`src/rtl/lut_neuron_pipe_pkg.sv`:
```
// Shared types and helpers for the reprogrammable truth-table neuron.
package lut_neuron_pkg;

  typedef enum logic [1:0] {
    ST_EMPTY,
    ST_DRAIN,
    ST_LOAD,
    ST_RUN
  } state_e;

  function automatic int unsigned addr_w(input int unsigned fan_in, input int unsigned in_bits);
    return fan_in * in_bits;
  endfunction

endpackage

```
`src/rtl/lut_neuron_pipe_if.sv`:
```
// Config stream plus valid/ready inference streams of the truth-table neuron.
interface lut_neuron_pipe_if
  import lut_neuron_pkg::*;
#(
  parameter int unsigned IN_BITS  = 2,
  parameter int unsigned FAN_IN   = 3,
  parameter int unsigned OUT_BITS = 2
);
  localparam int unsigned ADDR_W = addr_w(FAN_IN, IN_BITS);

  logic                cfg_start;
  logic                cfg_wvalid;
  logic [OUT_BITS-1:0] cfg_wdata;
  logic                cfg_done;
  logic                tbl_loaded;
  logic                in_valid;
  logic                in_ready;
  logic [ADDR_W-1:0]   in_data;
  logic                out_valid;
  logic                out_ready;
  logic [OUT_BITS-1:0] out_data;

  modport master (
    output cfg_start, cfg_wvalid, cfg_wdata, in_valid, in_data, out_ready,
    input  cfg_done, tbl_loaded, in_ready, out_valid, out_data
  );

  modport slave (
    input  cfg_start, cfg_wvalid, cfg_wdata, in_valid, in_data, out_ready,
    output cfg_done, tbl_loaded, in_ready, out_valid, out_data
  );

endinterface

```
`src/rtl/lut_neuron_pipe_table.sv`:
```
// Single-write-port, asynchronous-read truth table storage (not reset).
module lut_neuron_table #(
  parameter int unsigned ADDR_W   = 6,
  parameter int unsigned OUT_BITS = 2
) (
  input  logic                clk,
  input  logic                we,
  input  logic [ADDR_W-1:0]   waddr,
  input  logic [OUT_BITS-1:0] wdata,
  input  logic [ADDR_W-1:0]   raddr,
  output logic [OUT_BITS-1:0] rdata
);
  localparam int unsigned DEPTH = 2 ** ADDR_W;

  (* ram_style = "distributed" *)
  logic [OUT_BITS-1:0] mem_q [DEPTH];

  always_ff @(posedge clk) begin
    if (we) mem_q[waddr] <= wdata;
  end

  assign rdata = mem_q[raddr];

endmodule

```
`src/rtl/lut_neuron_pipe.sv`:
```
// Reprogrammable truth-table neuron: load FSM, table and 2-stage valid/ready pipeline.
module lut_neuron_pipe
  import lut_neuron_pkg::*;
#(
  parameter int unsigned IN_BITS  = 2,
  parameter int unsigned FAN_IN   = 3,
  parameter int unsigned OUT_BITS = 2
) (
  input logic               clk,
  input logic               rst_n,
  lut_neuron_pipe_if.slave  bus
);
  localparam int unsigned ADDR_W = addr_w(FAN_IN, IN_BITS);

  state_e              state_q, state_d;
  logic [ADDR_W-1:0]   addr_q, addr_d;
  logic                cfg_done_q, cfg_done_d;
  logic                s1_valid_q;
  logic [ADDR_W-1:0]   s1_addr_q;
  logic                out_valid_q;
  logic [OUT_BITS-1:0] out_data_q;
  logic                tbl_we;
  logic [OUT_BITS-1:0] tbl_rdata;
  logic                adv;
  logic                in_ready;

  assign adv      = !out_valid_q || bus.out_ready;
  assign in_ready = (state_q == ST_RUN) && adv;

  lut_neuron_table #(
    .ADDR_W   (ADDR_W),
    .OUT_BITS (OUT_BITS)
  ) u_table (
    .clk   (clk),
    .we    (tbl_we),
    .waddr (addr_q),
    .wdata (bus.cfg_wdata),
    .raddr (s1_addr_q),
    .rdata (tbl_rdata)
  );

  always_comb begin
    state_d    = state_q;
    addr_d     = addr_q;
    cfg_done_d = 1'b0;
    tbl_we     = 1'b0;
    unique case (state_q)
      ST_EMPTY: begin
        if (bus.cfg_start) begin
          state_d = ST_LOAD;
          addr_d  = '0;
        end
      end
      ST_RUN: begin
        if (bus.cfg_start) begin
          state_d = (s1_valid_q || out_valid_q) ? ST_DRAIN : ST_LOAD;
          addr_d  = '0;
        end
      end
      ST_DRAIN: begin
        if (!s1_valid_q && !out_valid_q) state_d = ST_LOAD;
      end
      ST_LOAD: begin
        // A restart takes priority over a same-cycle write, whose data is dropped.
        if (bus.cfg_start) begin
          addr_d = '0;
        end else if (bus.cfg_wvalid) begin
          tbl_we = 1'b1;
          addr_d = addr_q + 1'b1;
          if (addr_q == '1) begin
            state_d    = ST_RUN;
            cfg_done_d = 1'b1;
          end
        end
      end
      default: state_d = ST_EMPTY;
    endcase
  end

  always_ff @(posedge clk or negedge rst_n) begin
    if (!rst_n) begin
      state_q    <= ST_EMPTY;
      addr_q     <= '0;
      cfg_done_q <= 1'b0;
    end else begin
      state_q    <= state_d;
      addr_q     <= addr_d;
      cfg_done_q <= cfg_done_d;
    end
  end

  always_ff @(posedge clk or negedge rst_n) begin
    if (!rst_n) begin
      s1_valid_q  <= 1'b0;
      s1_addr_q   <= '0;
      out_valid_q <= 1'b0;
      out_data_q  <= '0;
    end else if (adv) begin
      s1_valid_q  <= bus.in_valid && in_ready;
      s1_addr_q   <= bus.in_data;
      out_valid_q <= s1_valid_q;
      out_data_q  <= tbl_rdata;
    end
  end

  assign bus.in_ready   = in_ready;
  assign bus.tbl_loaded = (state_q == ST_RUN);
  assign bus.cfg_done   = cfg_done_q;
  assign bus.out_valid  = out_valid_q;
  assign bus.out_data   = out_data_q;

endmodule
```
`src/flat_wrapper.sv`:
```
// flat-port wrapper written by rule: the top's interface ports become plain ports
module lut_neuron_pipe_flat import lut_neuron_pkg::*;
#(
  parameter int unsigned IN_BITS  = 2,
  parameter int unsigned FAN_IN   = 3,
  parameter int unsigned OUT_BITS = 2
)
  (clk, rst_n, bus_cfg_start, bus_cfg_wvalid, bus_cfg_wdata, bus_in_valid, bus_in_data, bus_out_ready, bus_cfg_done, bus_tbl_loaded, bus_in_ready, bus_out_valid, bus_out_data);
  lut_neuron_pipe_if #(.IN_BITS(IN_BITS), .FAN_IN(FAN_IN), .OUT_BITS(OUT_BITS)) bus_i ();
  input logic clk;
  input logic rst_n;
  input wire logic [$bits(bus_i.cfg_start)-1:0] bus_cfg_start;
  input wire logic [$bits(bus_i.cfg_wvalid)-1:0] bus_cfg_wvalid;
  input wire logic [$bits(bus_i.cfg_wdata)-1:0] bus_cfg_wdata;
  input wire logic [$bits(bus_i.in_valid)-1:0] bus_in_valid;
  input wire logic [$bits(bus_i.in_data)-1:0] bus_in_data;
  input wire logic [$bits(bus_i.out_ready)-1:0] bus_out_ready;
  output wire logic [$bits(bus_i.cfg_done)-1:0] bus_cfg_done;
  output wire logic [$bits(bus_i.tbl_loaded)-1:0] bus_tbl_loaded;
  output wire logic [$bits(bus_i.in_ready)-1:0] bus_in_ready;
  output wire logic [$bits(bus_i.out_valid)-1:0] bus_out_valid;
  output wire logic [$bits(bus_i.out_data)-1:0] bus_out_data;
  assign bus_i.cfg_start = bus_cfg_start;
  assign bus_i.cfg_wvalid = bus_cfg_wvalid;
  assign bus_i.cfg_wdata = bus_cfg_wdata;
  assign bus_i.in_valid = bus_in_valid;
  assign bus_i.in_data = bus_in_data;
  assign bus_i.out_ready = bus_out_ready;
  assign bus_cfg_done = bus_i.cfg_done;
  assign bus_tbl_loaded = bus_i.tbl_loaded;
  assign bus_in_ready = bus_i.in_ready;
  assign bus_out_valid = bus_i.out_valid;
  assign bus_out_data = bus_i.out_data;
  lut_neuron_pipe #(.IN_BITS(IN_BITS), .FAN_IN(FAN_IN), .OUT_BITS(OUT_BITS)) u_core (.clk(clk), .rst_n(rst_n), .bus(bus_i));
endmodule
```
`config.mk`:
```
export PLATFORM = sky130hd
export DESIGN_NAME = lut_neuron_pipe_flat
export DESIGN_NICKNAME = d
export VERILOG_FILES = /design/src/rtl/lut_neuron_pipe_pkg.sv /design/src/rtl/lut_neuron_pipe_if.sv /design/src/rtl/lut_neuron_pipe_table.sv /design/src/rtl/lut_neuron_pipe.sv /design/src/flat_wrapper.sv
export SDC_FILE = /design/constraint.sdc
export NUM_CORES = 1
export LEC_CHECK = 0
export BUFFER_PORTS_ARGS = -buffer_cell sky130_fd_sc_hd__buf_4
export CORE_MARGIN = 2
export CORE_UTILIZATION = 45
export CTS_CLUSTER_DIAMETER = 100
export DETAILED_ROUTE_END_ITERATION = 6
export PLACE_DENSITY = 0.71
export SETUP_SLACK_MARGIN = 0.2
export SKIP_CTS_REPAIR_TIMING = 1
export SYNTH_ARGS = -nofsm -noshare
export SYNTH_HDL_FRONTEND = slang
export SYNTH_HIERARCHICAL = 1
export SYNTH_SLANG_ARGS = --single-unit
```
`constraint.sdc`:
```
create_clock -name clk -period 2.7 [get_ports clk]
set_input_delay 0.675 -clock clk [delete_from_list [all_inputs] [get_ports clk]]
set_output_delay 0.675 -clock clk [all_outputs]
set_load 0.01 [all_outputs]
```
==> impl_metrics.yaml, run 1 <==
run_status:
  status: "finished clean"
routing:
  post-route-drc-count: 0
  drtIter0Drc: 348
  drt-total-wl_mm: 13.19
  vias: 3650
  dr.pass1.iters: 5
  via_per_inst: 5.859
  antenna_left: 0
  wl_per_cell_microns: 21.17
global_route:
  grt_pass1_wl_mm: 20.39
  grt_overflow: 0
  grt.total_usage_pct: 18.83
  grt_max_degree: 65
  antenna_found_initial: 0
  grt_pass1_vias: 3694
clock_tree:
  path_clk_slew_ns: 0.06
  clk_latency_ns: 0.42
  cts_buffers: 17
  clk_path_buf_depth: 2
  cts_max_level: 4
  root_buffer: "clkbuf_16"
  tritoncts: "done"
  clock_sinks: 147
logic_synthesis:
  syn-cell-area_sq_um: 6289
  yosysTopAreaCellShare_pct: 61.12
  ys_seq_area_share_pct: 68.68
  synth_seq_cells: 147
  ys_top_cells_by_area: "edfxtp_1 (61%), mux4_2 (10%), dfrtp_1 (7.6%)"
  postSynthAreaPerCell_sq_um: 15.57
  yosys.area.top_type: "edfxtp_1"
  yosysWarnings: 6
  synth_async_sr_flop_share_pct: 12.93
  ys_top_cells_by_count: "edfxtp_1 (128), nor2_1 (78), mux4_2 (29)"
  syn_inst: 404
  yosysMostFrequentCell: "edfxtp_1"
  syn-num-nets: 424
  ys.flop_type: "edfxtp_1"
  synth_cell_types: 51
  synth-edff-count: 128
critical_path:
  crit_type: "register to register"
  crit_arrival_ns: 2.44
  ff2ff_path_depth: 6
  slowest_stage: "dfrtp_1"
  cp-end-kind: "register"
  crit_family: "simple AND/OR/NAND/NOR gates"
  cp-start-kind: "register"
  critical_path_required_ns: 2.81
  cp_max_fo: 8
  ff2ff_setup_slack_ns: 0.36
  cp.depth: 6
  crit_buf_inv: 1
  crit_chain: "inv_1 -> ha_1 -> and3_1 -> nor2b_2 -> nand3_2 -> nor2_1"
  max_stage_delay_ns: 0.45
floorplanning:
  row_count: 43
  ios: 20
  die_h_microns: 122.2
  die_w_microns: 122.2
  initial_core_util_pct: 45.66
  core_sq_um: 13770
  dieArea_sq_um: 14940
power:
  combPwrFrac_pct: 15.2
  power.net_switching_mw: 1.504
  p_per_area_nw_per_um2: 852.2
  p_int_mw: 4.724
  p_sw_share_pct: 24.15
  power.leakage_nw: 2.436
  seqPwrFrac_pct: 42.7
  ir_drop_uv: 496.2
  clkPwrFrac_pct: 42.0
final_layout:
  diodes: 0
  drive_gt1_share_pct: 21.67
  area_growth_pct: 16.22
  final_util_pct: 53.06
  final_nets: 450
  fill_cells: 1129
sta:
  period_share_pct: 86.63
  hold_ws_ns: 0.1273
  fmax_ghz: 0.4275
  min_period_ns: 2.339
  tightest_slew_ns: 0.6303
  finalMaxSlewViolations: 0
  slew-limit-headroom_pct: 57.98
  setup_viol_count_final: 0
  rsz0062_at_grt: "no"
  fin_tns_setup_ns: 0
  finalClockSkew_ns: 0.008789
  hold_viol_final: 0
placement:
  gp_congestion: 0.7864
  port_buffers: 19
  dp_hpwl_mm: 8.176
run:
  maxCapViolCount: 0
min_path:
  min_path_type: "input pin to asynchronous set/reset pin"
## per-stage QoR
stage | total power [mW] | cells | setup WS [ns] | area (sq um)
global placement | 3.611 | 591 | 0.3754 | 6631
finish | 6.228 | 623 | 0.3609 | 7308
floorplan | 3.324 | 404 | 0.5955 | 6289
global route | 6.453 | 623 | 0.2160 | 7308
CTS | 6.258 | 623 | 0.3177 | 7293
detailed placement | 3.639 | 591 | 0.3155 | 6631
## power groups by stage
stage                     sequential (mW)  combinational, mW  clock (mW)
after detailed placement             2.70              0.934           0
after global routing                 2.67               1.03        2.75
after global placement               2.70              0.911           0
after CTS                            2.66              0.946        2.65
after floorplan                      2.66              0.662           0
final                                2.66              0.949        2.62
## cell usage in the layout (no fill, tap or decap), drive strengths merged, types with 4 or more instances in the layout
cell and instances:
mux4 29, a21oi 4, bufinv 6, clkinv 6, edfxtp 128, o21ai 7, nor2 78, ha 6
nor3 4, a22oi 6, inv 6, dfrtp 19, nand2 18, nand2b 5, nand3b 5, mux2 10
clkbuf 17, buf 25, mux2i 5, nand3 9, nor2b 9
## cell families after synthesis
| logic type | Yosys count | share of synthesized area, % |
|---|---|---|
| muxes | 44 | 12.97 |
| DFF | 147 | 68.68 |
| AOI/OAI and AO/OA | 38 | 4.318 |
| adders and majority gates | 6 | 1.194 |
| xor gates and xnor gates | 2 | 0.2786 |
| buffers and inverters | 23 | 1.830 |
| and+or+nand+nor | 144 | 10.72 |
## layer usage
layer / vias to the layer above / share of wire (%) / track usage, %
li1: 1604 / - / -
met1: 1905 / 42 / 25.03
met2: 111 / 51 / 30.17
met3: 30 / 4.1 / 4.507
met4: 0 / 2.4 / 7.328
met5: - / 0 / 0
## state kept, by name, indices dropped and copies added (netlist names)
| signal | flops |
|---|---|
| u_core/bus.out_valid | 1 |
| u_core/bus.cfg_done | 1 |
| u_core/s1_valid_q | 1 |
| u_core/addr_q | 6 |
| u_core/s1_addr_q | 6 |
| u_core/u_table/mem_q | 128 |
| u_core/bus.out_data | 2 |
| u_core/state_q | 2 |
## path summary, 6_finish.rpt
check,end,startpoint
max reg2reg,u_core/u_table/mem_q[62][0],u_core/state_q[0]
min in group clk,u_core/s1_addr_q[5],bus_in_data[5]
max in group asynchronous,u_core/s1_addr_q[0],rst_n
min,u_core/s1_addr_q[2],rst_n
min reg2reg,u_core/bus.out_valid,u_core/s1_valid_q
max,u_core/u_table/mem_q[62][0],u_core/state_q[0]
## final cells by class
cell class | instances | area, sq um | area share, %
sequential | 147 | 4320 | 59.12
multi-input combinational | 234 | 1869 | 25.58
clock buffer | 17 | 425.4 | 5.821
clock inverter | 15 | 236.5 | 3.236
tap | 180 | 225.2 | 3.082
timing repair buffer | 25 | 212.7 | 2.910
inverter | 5 | 18.77 | 0.2568
(Power assumes the default switching activity.)
==> run 2: changes to the inputs <==
--- a/config.mk
+++ b/config.mk
@@ -5,6 +5,7 @@
 export SDC_FILE = /design/constraint.sdc
 export NUM_CORES = 1
 export LEC_CHECK = 0
+export ABC_AREA = 1
 export BUFFER_PORTS_ARGS = -buffer_cell sky130_fd_sc_hd__buf_4
 export CORE_MARGIN = 2
 export CORE_UTILIZATION = 45
==> run 2 against run 1 <==
Net effect:
- global-route usage grew 0.28 points
- clock power shrank 11%
- cell count grew 39%
- core utilization decreased by 1.2 points
- largest cell class unchanged
- sequential share of layout area shrank 1.2 points
- sequential power hardly changed
- first-iteration DRC count grew 49%
- critical path depth rose by 1
- register-to-register slack gained 0.02 ns
- worst hold slack lost 0.00088 ns
- combinational power increased by 43%
==> impl_metrics.yaml, run 2 <==
run_status:
  status: "finished clean"
clock_tree:
  cts_buffers: 17
  root_buffer: "clkbuf_16"
  tritoncts: "done"
  path_clk_slew_ns: 0.06
  clk_path_buf_depth: 2
  clk_latency_ns: 0.42
  cts_max_level: 4
  clock_sinks: 147
critical_path:
  crit_family: "simple AND/OR/NAND/NOR gates"
  crit_arrival_ns: 2.38
  cp-start-kind: "register"
  cp_max_fo: 11
  slowest_stage: "nor4_1"
  max_stage_delay_ns: 0.48
  crit_type: "register to register"
  critical_path_required_ns: 2.76
  crit_chain: "inv_1 -> ha_1 -> nand2_1 -> nor2_1 -> buf_4 -> nand4_1 -> nor4_1"
  cp-end-kind: "register"
  crit_buf_inv: 2
floorplanning:
  die_w_microns: 124.7
  ios: 20
  row_count: 44
  initial_core_util_pct: 45.65
  dieArea_sq_um: 15560
  die_h_microns: 124.7
  core_sq_um: 14370
logic_synthesis:
  yosysTopAreaCellShare_pct: 58.59
  synth_seq_cells: 147
  postSynthAreaPerCell_sq_um: 10.15
  yosysWarnings: 6
  ys_top_cells_by_count: "nand2_1 (212), edfxtp_1 (128), nand3_1 (124)"
  ys.flop_type: "edfxtp_1"
  synth_async_sr_flop_share_pct: 12.93
  yosysMostFrequentCell: "nand2_1"
  yosys.area.top_type: "edfxtp_1"
  syn-cell-area_sq_um: 6560
  syn_inst: 646
  synth-edff-count: 128
  ys_top_cells_by_area: "edfxtp_1 (59%), nand2_1 (12%), nand3_1 (9.5%)"
  syn-num-nets: 666
  ys_seq_area_share_pct: 65.84
  synth_cell_types: 20
placement:
  port_buffers: 19
  dp_hpwl_mm: 8.907
  gp_congestion: 0.8713
  place_area_sq_um: 6862
  dp.cells: 836
power:
  p_per_area_nw_per_um2: 848.1
  power.leakage_nw: 2.848
  ir_drop_uv: 478.1
sta:
  setup_viol_count_final: 0
  fin_tns_setup_ns: 0
  fmax_ghz: 0.4310
  finalMaxSlewViolations: 0
  finalClockSkew_ns: 0.007277
  rsz0062_at_grt: "no"
  hold_viol_final: 0
  min_period_ns: 2.320
  slew-limit-headroom_pct: 55.90
  period_share_pct: 85.94
  tightest_slew_ns: 0.6615
final_layout:
  fill_cells: 1233
  final_common_cell: "nand2_1"
  drive_gt1_share_pct: 10.53
  largest_reg_flops: 128
  fin_area_sq_um: 7453
  final_nets: 691
  area_growth_pct: 13.62
  diodes: 0
  final_cell_mix: "nand2_1 (212), edfxtp_1 (128), nand3_1 (124)"
  fin_cells: 868
  reg_top3: "u_core/u_table/mem_q x128, u_core/addr_q x6, u_core/s1_addr_q x6"
  regMostFlops: "u_core/u_table/mem_q"
routing:
  dr.pass1.iters: 6
  wl_met3_mm: 1.186
  wl_per_cell_microns: 16.63
  via_per_inst: 5.469
  drt-total-wl_mm: 14.43
  highest-signal-layer: "met4"
  antenna_left: 0
  post-route-drc-count: 0
  vias: 4747
  drt-met1-wl_mm: 5.927
  drtIter0Drc: 517
  dr_wl_met2_mm: 6.913
global_route:
  grt.total_usage_pct: 19.11
  grt_overflow: 0
  grt_pass1_wl_mm: 23.18
  antenna_found_initial: 0
  grt_pass1_vias: 4710
  grt_max_degree: 66
run:
  maxCapViolCount: 0
min_path:
  min_path_type: "input pin to asynchronous set/reset pin"
## run 2: cell types whose count changed in the layout (fill, tap and decap cells not counted), sizes merged, moves of 9 or more
cell,before,now
nand2,18,212
mux4,29,0
inv,6,28
nor2b,9,0
mux2,10,0
nand3,9,125
buf,25,34
## run 2: stage by stage
stage	util [%]	setup slack [ns]	power [mW]	hold slack [ns]
finish	51.87	0.3796	6.322	0.1264
global route	51.87	0.2212	6.645	0.1205
CTS	51.87	0.4163	6.348	0.1204
detailed placement	47.75	0.3010	4.034	0.4753
global placement	47.75	0.4010	3.982	0.4647
floorplan	-	0.6788	3.659	0.3794
## run 2: worst reg2reg max path, stage by stage, from the launching register on
cell and delay [ns]:
dfrtp_1 0.42, inv_1 0.10, ha_1 0.23, nand2_1 0.11
nor2_1 0.10, buf_4 0.18, nand4_1 0.34, nor4_1 0.48
## run 2: layout make-up
cell class,instances,area [sq um],share of cell area (%)
tap,184,230.2,3.089
clock buffer,17,425.4,5.708
clock inverter,15,166.4,2.233
multi-input combinational,443,1951,26.17
sequential,147,4320,57.97
inverter,28,105.1,1.410
timing repair buffer,34,255.2,3.425
## run 2: routing by layer
layer  vias to the layer above  GRT usage, %
met3                        30         5.627
met1                      2278         24.30
met5                         -             0
met4                         0         7.997
met2                       185         30.67
li1                       2254             -
## run 2: path summary, 6_finish.rpt
kind | start | end | slack (ns) | depth (start not counted)
min in group clk | bus_in_data[5] | u_core/s1_addr_q[5] | 0.46 | 3
worst max-delay path | u_core/state_q[0] | u_core/u_table/mem_q[55][1] | 0.38 | 7
worst min register to register | u_core/s1_valid_q | u_core/bus.out_valid | 0.49 | 2
worst min-delay path | rst_n | u_core/bus.out_data[1] | 0.13 | 1
max in group asynchronous | rst_n | u_core/s1_addr_q[0] | 2.36 | 1
worst max register to register | u_core/state_q[0] | u_core/u_table/mem_q[55][1] | 0.38 | 7
## run 2: logic make-up (layout without fill, tap and decap cells)
kind of cell / Yosys count / after routing / synth area share, %
AND/OR/NAND/NOR: 430 / 430 / 27.98
flip-flops: 147 / 147 / 65.84
buffers and inverters: 56 / 94 / 4.425
AO/OA/AOI/OAI: 7 / 7 / 0.6102
adder cells (fa/ha/maj): 6 / 6 / 1.144
## run 2: power breakdown
part	total, mW	internal [mW]	switching (mW)
sequential	2.64	2.55	0.0919
clock	2.32	1.44	0.878
combinational	1.36	0.433	0.930
